### config.mk
export PLATFORM = sky130hd
export DESIGN_NAME = dm_slot_allocator
export DESIGN_NICKNAME = d
export VERILOG_FILES = /design/src/rtl/dm_alloc_pkg.sv /design/src/rtl/dm_ffs.sv /design/src/rtl/dm_slot_allocator.sv
export SDC_FILE = /design/constraint.sdc
export NUM_CORES = 1
export LEC_CHECK = 0
export ABC_AREA = 1
export ABC_CLOCK_PERIOD_IN_PS = 6400
export BUFFER_PORTS_ARGS = -buffer_cell sky130_fd_sc_hd__buf_2
export CORE_ASPECT_RATIO = 1.1
export CORE_UTILIZATION = 58
export DETAILED_ROUTE_END_ITERATION = 6
export PLACE_DENSITY = 0.89
export REMOVE_ABC_BUFFERS = 1
export SYNTH_ARGS = -nofsm -noshare
export SYNTH_HDL_FRONTEND = slang
export SYNTH_HIERARCHICAL = 1
export SYNTH_SLANG_ARGS = --single-unit
### constraint.sdc
create_clock -name clock -period 6.4 [get_ports clock]
set_clock_uncertainty 0.1 [all_clocks]
set_input_delay 1.28 -clock clock [delete_from_list [all_inputs] [get_ports clock]]
set_output_delay 1.28 -clock clock [all_outputs]
set_load 0.02 [all_outputs]
### src/rtl/dm_alloc_pkg.sv
// Shared types for the DM slot allocator: address type, error codes and the
// allocate-response record.
package dm_alloc_pkg;

  typedef logic [63:0] dm_addr_t;

  typedef enum logic [1:0] {
    NONE   = 2'd0,
    RANGE  = 2'd1,
    DOUBLE = 2'd2
  } dm_alloc_err_e;

  typedef struct packed {
    logic     ok;
    dm_addr_t addr;
  } dm_alloc_rsp_t;

endpackage

### src/rtl/dm_ffs.sv
// Find-first-clear priority encoder: reports the lowest index whose bit is 0.
// Purely combinational.
module dm_ffs #(
  parameter int WIDTH = 16
) (
  input  logic [WIDTH-1:0]         busy_i,
  output logic                     found_o,
  output logic [$clog2(WIDTH)-1:0] idx_o
);

  localparam int IW = $clog2(WIDTH);

  // NOTE: every output of a combinational block gets a default first, so no
  // path leaves it unassigned and no latch is inferred.
  always_comb begin
    found_o = 1'b0;
    idx_o   = '0;
    // Scan downwards so the lowest clear bit is the last one to win.
    for (int i = WIDTH - 1; i >= 0; i--) begin
      if (!busy_i[i]) begin
        found_o = 1'b1;
        idx_o   = IW'(i);
      end
    end
  end

endmodule

### src/rtl/dm_slot_allocator.sv
// Hardware responder for the DM allocator protocol: grants the lowest free
// unit-sized address from a pool of SLOTS starting at BASE and accepts frees.
// Optional invalid-free reporting is enabled with DM_ALLOC_ERR_CHECK_EN.
module dm_slot_allocator
  import dm_alloc_pkg::*;
#(
  parameter dm_addr_t BASE  = 64'd1,
  parameter int       SLOTS = 16
) (
  input  logic                       clock,
  input  logic                       reset_n,
  input  logic                       alloc_valid,
  output logic                       alloc_ready,
  output logic                       rsp_valid,
  input  logic                       rsp_ready,
  output logic                       rsp_ok,
  output logic [63:0]                rsp_addr,
  input  logic                       free_valid,
  input  logic [63:0]                free_addr,
  output logic [$clog2(SLOTS+1)-1:0] used_count,
  output logic                       full,
  output logic                       empty,
  output logic                       err_valid,
  output logic [1:0]                 err_code
);

  localparam int IW = $clog2(SLOTS);
  localparam int CW = $clog2(SLOTS + 1);

  logic [SLOTS-1:0] busy_q, busy_d;
  logic             rsp_valid_q, rsp_valid_d;
  dm_alloc_rsp_t    rsp_q, rsp_d;
  logic [CW-1:0]    used_q, used_d;

  logic          ffs_found;
  logic [IW-1:0] ffs_idx;
  logic          accept, grant;
  dm_addr_t      free_off;
  logic [IW-1:0] free_idx;
  logic          free_in_range, free_hit, free_ok;
  logic          unused_free_hi;

  dm_ffs #(.WIDTH(SLOTS)) u_ffs (
    .busy_i  (busy_q),
    .found_o (ffs_found),
    .idx_o   (ffs_idx)
  );

  assign alloc_ready = !rsp_valid_q || rsp_ready;
  assign accept      = alloc_valid && alloc_ready;
  assign grant       = accept && ffs_found;

  // Both the allocator and the free check look at the pre-free bitmap, so a
  // free of the slot being granted this cycle is seen as a double free.
  assign free_off       = free_addr - BASE;
  assign free_idx       = free_off[IW-1:0];
  assign unused_free_hi = ^free_off[63:IW];
  assign free_in_range  = (free_addr >= BASE) && (free_off < dm_addr_t'(SLOTS));
  assign free_hit       = free_in_range && busy_q[free_idx];
  assign free_ok        = free_valid && free_hit;

  always_comb begin
    busy_d      = busy_q;
    used_d      = used_q;
    rsp_valid_d = rsp_valid_q;
    rsp_d       = rsp_q;

    if (grant)   busy_d[ffs_idx]  = 1'b1;
    if (free_ok) busy_d[free_idx] = 1'b0;

    unique case ({grant, free_ok})
      2'b10:   used_d = used_q + CW'(1);
      2'b01:   used_d = used_q - CW'(1);
      default: used_d = used_q;
    endcase

    if (accept) begin
      rsp_valid_d = 1'b1;
      rsp_d.ok    = ffs_found;
      rsp_d.addr  = ffs_found ? BASE + dm_addr_t'(ffs_idx) : '0;
    end else if (rsp_ready) begin
      rsp_valid_d = 1'b0;
    end
  end

  // NOTE: state registers use non-blocking assignments only; the busy bitmap
  // is ordinary flops (not a RAM), so it is cleared by reset like the rest.
  always_ff @(posedge clock or negedge reset_n) begin
    if (!reset_n) begin
      busy_q      <= '0;
      used_q      <= '0;
      rsp_valid_q <= 1'b0;
      rsp_q       <= '0;
    end else begin
      busy_q      <= busy_d;
      used_q      <= used_d;
      rsp_valid_q <= rsp_valid_d;
      rsp_q       <= rsp_d;
    end
  end

  assign rsp_valid  = rsp_valid_q;
  assign rsp_ok     = rsp_q.ok;
  assign rsp_addr   = rsp_q.addr;
  assign used_count = used_q;
  assign full       = (used_q == CW'(SLOTS));
  assign empty      = (used_q == '0);

`ifdef DM_ALLOC_ERR_CHECK_EN
  logic          err_valid_q, err_valid_d;
  dm_alloc_err_e err_code_q, err_code_d;

  always_comb begin
    err_valid_d = free_valid && !free_hit;
    err_code_d  = err_code_q;
    if (err_valid_d) err_code_d = free_in_range ? DOUBLE : RANGE;
  end

  always_ff @(posedge clock or negedge reset_n) begin
    if (!reset_n) begin
      err_valid_q <= 1'b0;
      err_code_q  <= NONE;
    end else begin
      err_valid_q <= err_valid_d;
      err_code_q  <= err_code_d;
    end
  end

  assign err_valid = err_valid_q;
  assign err_code  = err_code_q;
`else
  assign err_valid = 1'b0;
  assign err_code  = 2'b00;
`endif

endmodule

* After elaboration in Yosys (flattened, before gate mapping)
Cells that the tools add are included.
Operators by class: add/sub/neg operators 4, order comparisons 6, eq/ne operators 3, muxes and demuxes 44, bitwise gates (word level) 3, reduce and logical (&&, ||, !) cells 12
Operator list (count):
- greater-or-equal comparator 64 x 1 -> 1 bit, second input constant | 1
- < comparator 64 x 5 -> 1 bit, second input constant | 1
- two-way mux 4 bit | 16
- subtractor 64 x 1 -> 64 bit, second input constant | 1
- two-way mux 16 bit | 2
- two-way mux 1 bit | 21
- AND 16 bit | 1
- NOT 16 bit | 1
- OR 16 bit | 1
- < comparator 4 x 5 -> 1 bit, second input constant | 2
- one-hot mux 5 bit (2 select lines) | 1
- demux 1 bit (select 4 bit) | 2
- greater-or-equal comparator 4 x 1 -> 1 bit, second input constant | 2
- logical AND 1 bit | 7
- adder 1 x 4 -> 5 bit, first input constant | 1
- adder 5 x 1 -> 5 bit, second input constant | 1
- == test 5 bit, second input constant | 1
- logical NOT 5 bit | 1
- two-way mux 5 bit | 1
- subtractor 5 x 1 -> 5 bit, second input constant | 1
- binary-select mux 1 bit (select 4 bit) | 1
- nonzero test 2 bit | 2
- == test 2 x 1 -> 1 bit, second input constant | 1
- == test 2 bit, second input constant | 1
- other kinds (2) | 2
Word-level totals: bits in registers 87, input port bits 69, output and inout port bits 77, word-level logic and storage cells 77

* Logic depth before layout (Yosys ltp)
Gate-level depths: netlist of run 1.
depth in word-level cells 24, depth in mapped cells 28

* Cells and area by module
The synthesis of run 1 kept the hierarchy.
By module, submodules not included:
- dm_slot_allocator | times used 1, cells each 842, area an instance 4630.7 µm², sequential area each 700.7 µm²
- dm_ffs | times used 1, cells each 38, area an instance 165.2 µm², sequential area each 0.0 µm²

* Least setup slack after synthesis of run 1
Ideal clock, no wire load.
path kind input port to flip-flop, start input free_addr[0], end register used_q[4] (netlist: used_count[4]), library setup time 0.131 ns, data arrival time 4.401 ns, required time 6.169 ns, setup slack 1.768 ns, stages on the path 26, cell sequence buf_6 > inv_6 > ha_1 > nand2_1 > nor2_1 > nand2_1 > nor2_2 > nand2_1 > nand2_1 > nand2_1 > nor2_1 > nand2_1 > nor2_1 > nand3_2 > nor2_4 > buf_8 > ha_1 > xor2_1 > ha_1 > a21oi_1 > o21ai_0 > a21oi_1 > inv_1 > a21oi_1 > o21ai_0 > xor2_1
Between the ends: word-level cells in the longest chain between the ends 7, elaborated cells on any way between the ends 12
RTL lines:
- start, declared | line dm_slot_allocator.sv:19 | input logic [63:0] free_addr,
- subtractor 64 x 1 -> 64 bit | line dm_slot_allocator.sv:55 | assign free_off = free_addr - BASE;
- < comparator 64 x 5 -> 1 bit or binary-select mux 1 bit (select 4 bit) (tied branches) | line dm_slot_allocator.sv:58, dm_slot_allocator.sv:59
- logical AND 1 bit or two-way mux 1 bit (tied branches) | line dm_slot_allocator.sv:58, dm_slot_allocator.sv:59
- logical AND 1 bit * | line dm_slot_allocator.sv:59 | assign free_hit = free_in_range && busy_q[free_idx];
- logical AND 1 bit * | line dm_slot_allocator.sv:60 | assign free_ok = free_valid && free_hit;
- == test 2 x 1 -> 1 bit or == test 2 bit (tied branches) | line dm_slot_allocator.sv:71 | unique case ({grant, free_ok})
- one-hot mux 5 bit (2 select lines) or nonzero test 2 bit (tied branches)
- end signal, assigned | line dm_slot_allocator.sv:96 | used_q <= used_d;
- end, declared | line dm_slot_allocator.sv:33 | logic [CW-1:0] used_q, used_d;
Mark *: on every way between the ends. The rest lies on a longest branch, timed or not. The select of a mux whose other input is x is not followed. A chain may end at the register's enable or synchronous reset.

* Final worst setup path of run 1
Same ends and word-level chain as after synthesis.

==> results of run 1 <==
==> worst reg2reg max path: stages, from the launching register on <==
cell and delay (ns):
dfrtp_1 0.48, nand2_1 0.08, nand3_1 0.08, nand2_1 0.05, nand3_1 0.07, nand4_1 0.12
nor2_1 0.11, nand3_1 0.10, nor2_1 0.10, nand2_1 0.09, nor2_4 0.46, ha_1 0.36
xor2_1 0.12, ha_1 0.19, a21oi_1 0.21, o21ai_0 0.14, a21oi_1 0.14, inv_1 0.06
a21oi_1 0.13, o21ai_0 0.14, xor2_1 0.17
==> cell usage in the layout, fill, tap and decap left out, drive strengths merged <==
cell type    n
ha          14
nand3       48
inv         82
o211ai       1
conb        62
dfrtp       28
a21oi       28
clkbuf       4
nor3         3
nand2      316
nand3b      14
xor2         7
a31oi       13
o21bai       4
nor2       218
nand4        8
buf         83
xnor2        4
o41ai        1
and2         3
a22o         2
o21ai       20
==> cells by family after synthesis <==
logic type               after synthesis
flip-flops                            28
adder cells (fa/ha/maj)               14
buffers and inverters                147
AND/OR/NAND/NOR                      610
other                                  1
AO/OA/AOI/OAI                         69
XOR/XNOR                              11
==> power by group through the flow <==
| stage | combinational (µW) | clock [µW] | sequential [µW] |
|---|---|---|---|
| finish | 634 | 111 | 321 |
| global route | 701 | 119 | 331 |
| CTS | 618 | 111 | 318 |
| detailed placement | 612 | 0 | 321 |
| global placement | 603 | 0 | 320 |
| floorplan | 409 | 0 | 335 |
==> Yosys cell counts <==
master    instances
clkbuf_1          1
o211ai_1          1
inv_1            81
nor2_4            7
nor2_2           10
nor3_1            3
buf_6             1
buf_8             1
a21oi_2          10
o21ai_0          20
nand2_1         310
nor2_1          199
inv_6             1
buf_4            62
and2_1            3
nor2_8            2
xnor2_1           4
o41ai_1           1
nand3_1          46
nand4_1           8
nand2_4           4
xor2_1            7
a22o_1            2
nand2_2           2
dfrtp_1          28
o21bai_1          4
nand3b_1         14
ha_1             14
a21oi_1          18
nand3_2           2
conb_1            1
a31oi_1          13
==> stage by stage <==
step,total power [µW],setup slack [ns],area (µm²),hold WS [ns]
floorplan,744,1.81,4530,0.434
global placement,923,1.17,5080,0.361
detailed placement,933,0.977,5080,0.366
CTS,1050,1.25,5130,0.393
global route,1150,0.684,5130,0.422
finish,1070,1.17,5130,0.389
==> layer usage <==
metal / up-vias / GRT usage (%)
met1: 2408 / 41.1
met2: 312 / 53.9
met4: 0 / 11.5
met3: 47 / 4.16
met5: - / 0
li1: 2801 / -
==> registers in the layout, summed over array words and instances (netlist names) <==
signal,cells
rsp_addr,5
rsp_ok,1
used_count,5
busy_q,16
rsp_valid,1
==> layout make-up <==
cell class | count | area [µm²]
Inverter | 82 | 313
Tap cell | 108 | 135
Clock buffer | 4 | 55.1
Fill cell | 827 | 2820
Sequential cell | 28 | 701
Timing Repair Buffer | 83 | 415
Multi-Input combinational cell | 766 | 3520
==> worst paths after layout <==
kind,slack (ns),to,from
setup reg to reg,2.78,used_count[4],busy_q[12]
hold / removal,0.39,rsp_addr[3],rsp_addr[3]
setup / recovery,1.17,used_count[4],free_addr[0]
max in group asynchronous,4.87,rsp_addr[2],reset_n
min in group asynchronous,0.92,rsp_addr[3],reset_n
hold reg to reg,0.39,rsp_addr[3],rsp_addr[3]
==> impl_metrics.toml, run 1 <==
[cells_and_area]
utilization_pct = 64.5
diodes = 0
syn_to_final_growth_pct = 7.07
stdcell_count = 1071
drive_above_1_share_pct = 13.0
nets = 1047

[detailed_routing]
top_layer_used = "met4"
wl_mm = 13.7
wl_met1_mm = 5.55
met2_length_mm = 6.47
post_drt_via_cell_ratio = 5.20
avgRoutedWirePerCell_um = 12.7
drc = 0
drt.antenna.violating_nets = 0
wl_met3_mm = 1.18
drt_iter0_drc = 408
num_vias = 5568
drt_pass1_iterations = 5

[power_and_ir_drop]
peakVddDrop_mv = 0.346
switchingPower_uw = 562
p_clk_share_pct = 10.4
power_frac_comb_pct = 59.5
intPower_uw = 503
seqPwrFrac_pct = 30.1
p_per_area_mw_per_mm2 = 208
p_leak_uw = 0.00264
netSwitchingFraction_pct = 52.8

[timing]
slew_viol_final = 0
min_period_ns = 5.23
rsz0062_at_grt = "false"
max_freq_mhz = 191
final_hold_viol_count = 0
worst_pin_slew_ns = 0.647
tns_ns = 0
finalCritPeriodShare_pct = 81.7
setup_violations = 0
maxSlewHeadroom_pct = 56.9

[cts]
cts_tree = "built"
path_clk_slew_ns = 0.10
ctsHoldBuffers = 0
htreeDepth = 1
cts.path.max_buffers = 2
cts_resized = 0
cts_sinks = 28
clk_latency_ns = 0.28
cts_setup_buffers = 0
clock-root-buffer = "clkbuf_8"
numCtsBuffers = 3

[worst_setup_path]
worstPathArrival_ns = 5.29
crit_path_end_kind = "flop"
ff2ff_path_depth = 20
crit_required_ns = 6.46
crit_family = "simple AND/OR/NAND/NOR gates"
worst-setup-path-type = "primary input to flop"
critical_path.max_fanout = 18
cp-start-kind = "primary input"
crit_cells = 25
cp_common_cell = "nand2_1"
worst-path-buf-inv = 3
crit_path_top_delay_cell = "nor2_4"
cpPeakStageDelay_ns = 0.46

[yosys]
synth_seq_area_share_pct = 14.6
synth_top_family_by_area = "simple AND/OR/NAND/NOR gates"
syn_inst = 880
synth_compound_gate_area_share_pct = 8.82
synth_top_area_cell = "nand2_1"
synth_top_area_share_pct = 24.3
synth.area.top_cells = "nand2_1, nor2_1, dfrtp_1"
syn_avg_cell_area_um2 = 5.45
synth_fa_ha_area_share_pct = 3.65
yosys.area_share.simple_pct = 54.0
synth_area_mm2 = 0.00480
yosysWarningCount = 6
yosysUniqueCellTypes = 32
ys_seq_elements = 28
synth_mux_area_share_pct = 0
synth_xor_xnor_area_share_pct = 2.01

[placement]
io_buffers = 83
hpwl_mm = 11.4
gp_congestion = 1.02
dp_cells = 1067

[floorplanning]
fp-row-count = 34
io_pins = 146
fp.dieH_um = 97.4
core_area_mm2 = 0.00796
die_area_mm2 = 0.00864
start_util_pct = 60.3
die_w_um = 88.7

[hold_path]
hold_depth = 2
hp-class = "flop to flop"

[global_route]
grt_first_pass_wirelength_mm = 21.9
gr-total-overflow = 0
grt_pass1_vias = 4822
grt_antenna_before_repair = 0
grt_start_max_net_pins = 29
grt_use_total_pct = 32.0

[job]
cap_violations = 0

[run_status]
status = "finished, final reports clean"
No activity file was read; power rests on OpenSTA's default activity.
==> inputs of run 2 (changes only) <==
- ABC_CLOCK_PERIOD_IN_PS: 6400 -> 4200
- CORE_UTILIZATION: 58 -> 49
- PLACE_DENSITY: 0.89 -> 0.8
- clock period: 6.4 -> 4.2 ns (I/O delays scaled with it)
==> impl_metrics.toml, run 2 (synthesis gave the netlist of run 1 again) <==
[run_status]
status = "finished, final reports clean"

[timing]
holdWs_ns = 0.382
setup_violations = 0
final_hold_viol_count = 0
worst_pin_slew_ns = 0.598
rsz0062_at_grt = "false"
fin_ws_ns = 0.339
finalCritPeriodShare_pct = 91.9
slew_viol_final = 0
max_freq_mhz = 259
tns_ns = 0
min_period_ns = 3.86
maxSlewHeadroom_pct = 60.2

[placement]
preCtsSetupSlack_ns = -0.00612
io_buffers = 83
hpwl_mm = 11.5
gp_congestion = 1.01
dp_cells = 1086

[cells_and_area]
stdcell_count = 1090
final_cell_mix = "nand2_1, nor2_1, buf_2"
regMostFlops = "busy_q"
utilization_pct = 55.7
multi_input_area_mm2 = 0.00356
syn_to_final_growth_pct = 9.65
diodes = 0
seqCellArea_um2 = 701
drive_above_1_share_pct = 14.9
final_common_cell = "nand2_1"
nets = 1058
largest_reg_flops = 16
fillers = 1014

[floorplanning]
die_w_um = 96.3
io_pins = 146
die_area_mm2 = 0.0102
core_area_mm2 = 0.00944
fp.dieH_um = 106
fp-row-count = 37
start_util_pct = 50.8

[worst_setup_path]
crit_path_top_delay_cell = "nor2_2"
worst-setup-path-type = "primary input to flop"
cpPeakStageDelay_ns = 0.24
critical_path.max_fanout = 6
cp-start-kind = "primary input"
cp_common_cell = "nand2_1"
worst-path-buf-inv = 2
crit_family = "simple AND/OR/NAND/NOR gates"
cp_cell_sequence = "buf_2 > nor2_2 > nand2_4 > nor2_1 > nand2_1 > nor2_2 > nand2_1 > nand2_1 > nand2_1 > nor2_1 > nand2_1 > nor2_1 > nand2_1 > nor2_4 > ha_1 > xor2_1 > ha_1 > a21oi_2 > o21ai_0 > a21oi_1 > inv_1 > a21oi_1 > o21ai_0 > xor2_1"
crit_required_ns = 4.25
crit_path_end_kind = "flop"
worstPathArrival_ns = 3.92

[detailed_routing]
drc = 0
num_vias = 5489
drt_iter0_drc = 329
wl_mm = 13.6
drt_pass1_iterations = 5
avgRoutedWirePerCell_um = 12.5
post_drt_via_cell_ratio = 5.04
drt.antenna.violating_nets = 0

[cts]
clock-root-buffer = "clkbuf_8"
cts_tree = "built"
cts_sinks = 28
path_clk_slew_ns = 0.09
numCtsBuffers = 3
ctsHoldBuffers = 0
htreeDepth = 1
clk_latency_ns = 0.27
cts.path.max_buffers = 2

[global_route]
gr-total-overflow = 0
grt_pass1_vias = 4739
grt_first_pass_wirelength_mm = 21.8
grt_antenna_before_repair = 0
grt_start_max_net_pins = 29
grt_use_total_pct = 26.9

[power_and_ir_drop]
p_leak_uw = 0.00269
peakVddDrop_mv = 0.370
p_per_area_mw_per_mm2 = 298

[hold_path]
hp-class = "flop to flop"

[job]
cap_violations = 0
## run 2: changes by cell type in the layout (fill, tap and decap cells not counted), sizes merged
cell    before  now
clkbuf       4    3
buf         83   94
## run 2: routing by layer
layer	GRT usage, %	wire length (µm)	vias to the layer above
li1	-	-	2812
met1	35.5	5800	2408
met2	44.5	6370	222
met3	3.90	954	47
met4	8.93	480	0
met5	0	0	-
## run 2: power by group
part	leakage [µW]	internal (µW)	total [µW]	switching (µW)
Combinational	0.00234	318	949	631
Sequential	0.000331	367	478	112
Clock	0.0000216	64.3	141	76.3
## run 2: worst reg2reg max path, cell delays in order, from the launching register on
cell	delay [ns]
dfrtp_1	0.46
nand2_1	0.08
nand3_1	0.08
nand2_1	0.05
nand3_1	0.07
nand4_1	0.10
nor2_1	0.14
nand3_1	0.10
nor2_1	0.09
nand2_1	0.08
nor2_4	0.09
ha_1	0.19
xor2_1	0.10
ha_1	0.21
a21oi_2	0.14
o21ai_0	0.10
a21oi_1	0.13
inv_1	0.06
a21oi_1	0.11
o21ai_0	0.12
xor2_1	0.15
## run 2: per-stage QoR
stage	total power [µW]	area [µm²]
after floorplan	1130	4530
after global placement	1400	5170
after detailed placement	1410	5170
after CTS	1560	5210
after global routing	1720	5260
final	1570	5260
## run 2: final timing paths
kind / from / endpoint / slack, ns / cells past startpoint
hold / removal: rsp_ok / rsp_ok / 0.38 / 2
max in group asynchronous: reset_n / busy_q[8] / 3.14 / 1
setup reg to reg: busy_q[12] / used_count[4] / 1.32 / 20
min in group asynchronous: reset_n / rsp_ok / 0.47 / 1
setup / recovery: free_addr[2] / used_count[4] / 0.34 / 24
hold reg to reg: rsp_ok / rsp_ok / 0.38 / 2
## run 2: what timing repair did
action	CTS	global route
gates resized for setup	0	13
setup buffers	0	1
setup endpoints to repair	0	1
## run 2: cell type report
type                       count  area share (%)
tap                          117            2.78
sequential                    28            13.3
inverter                      82            5.95
timing repair buffer          94            9.47
multi-input combinational    766            67.7
clock buffer                   3           0.785
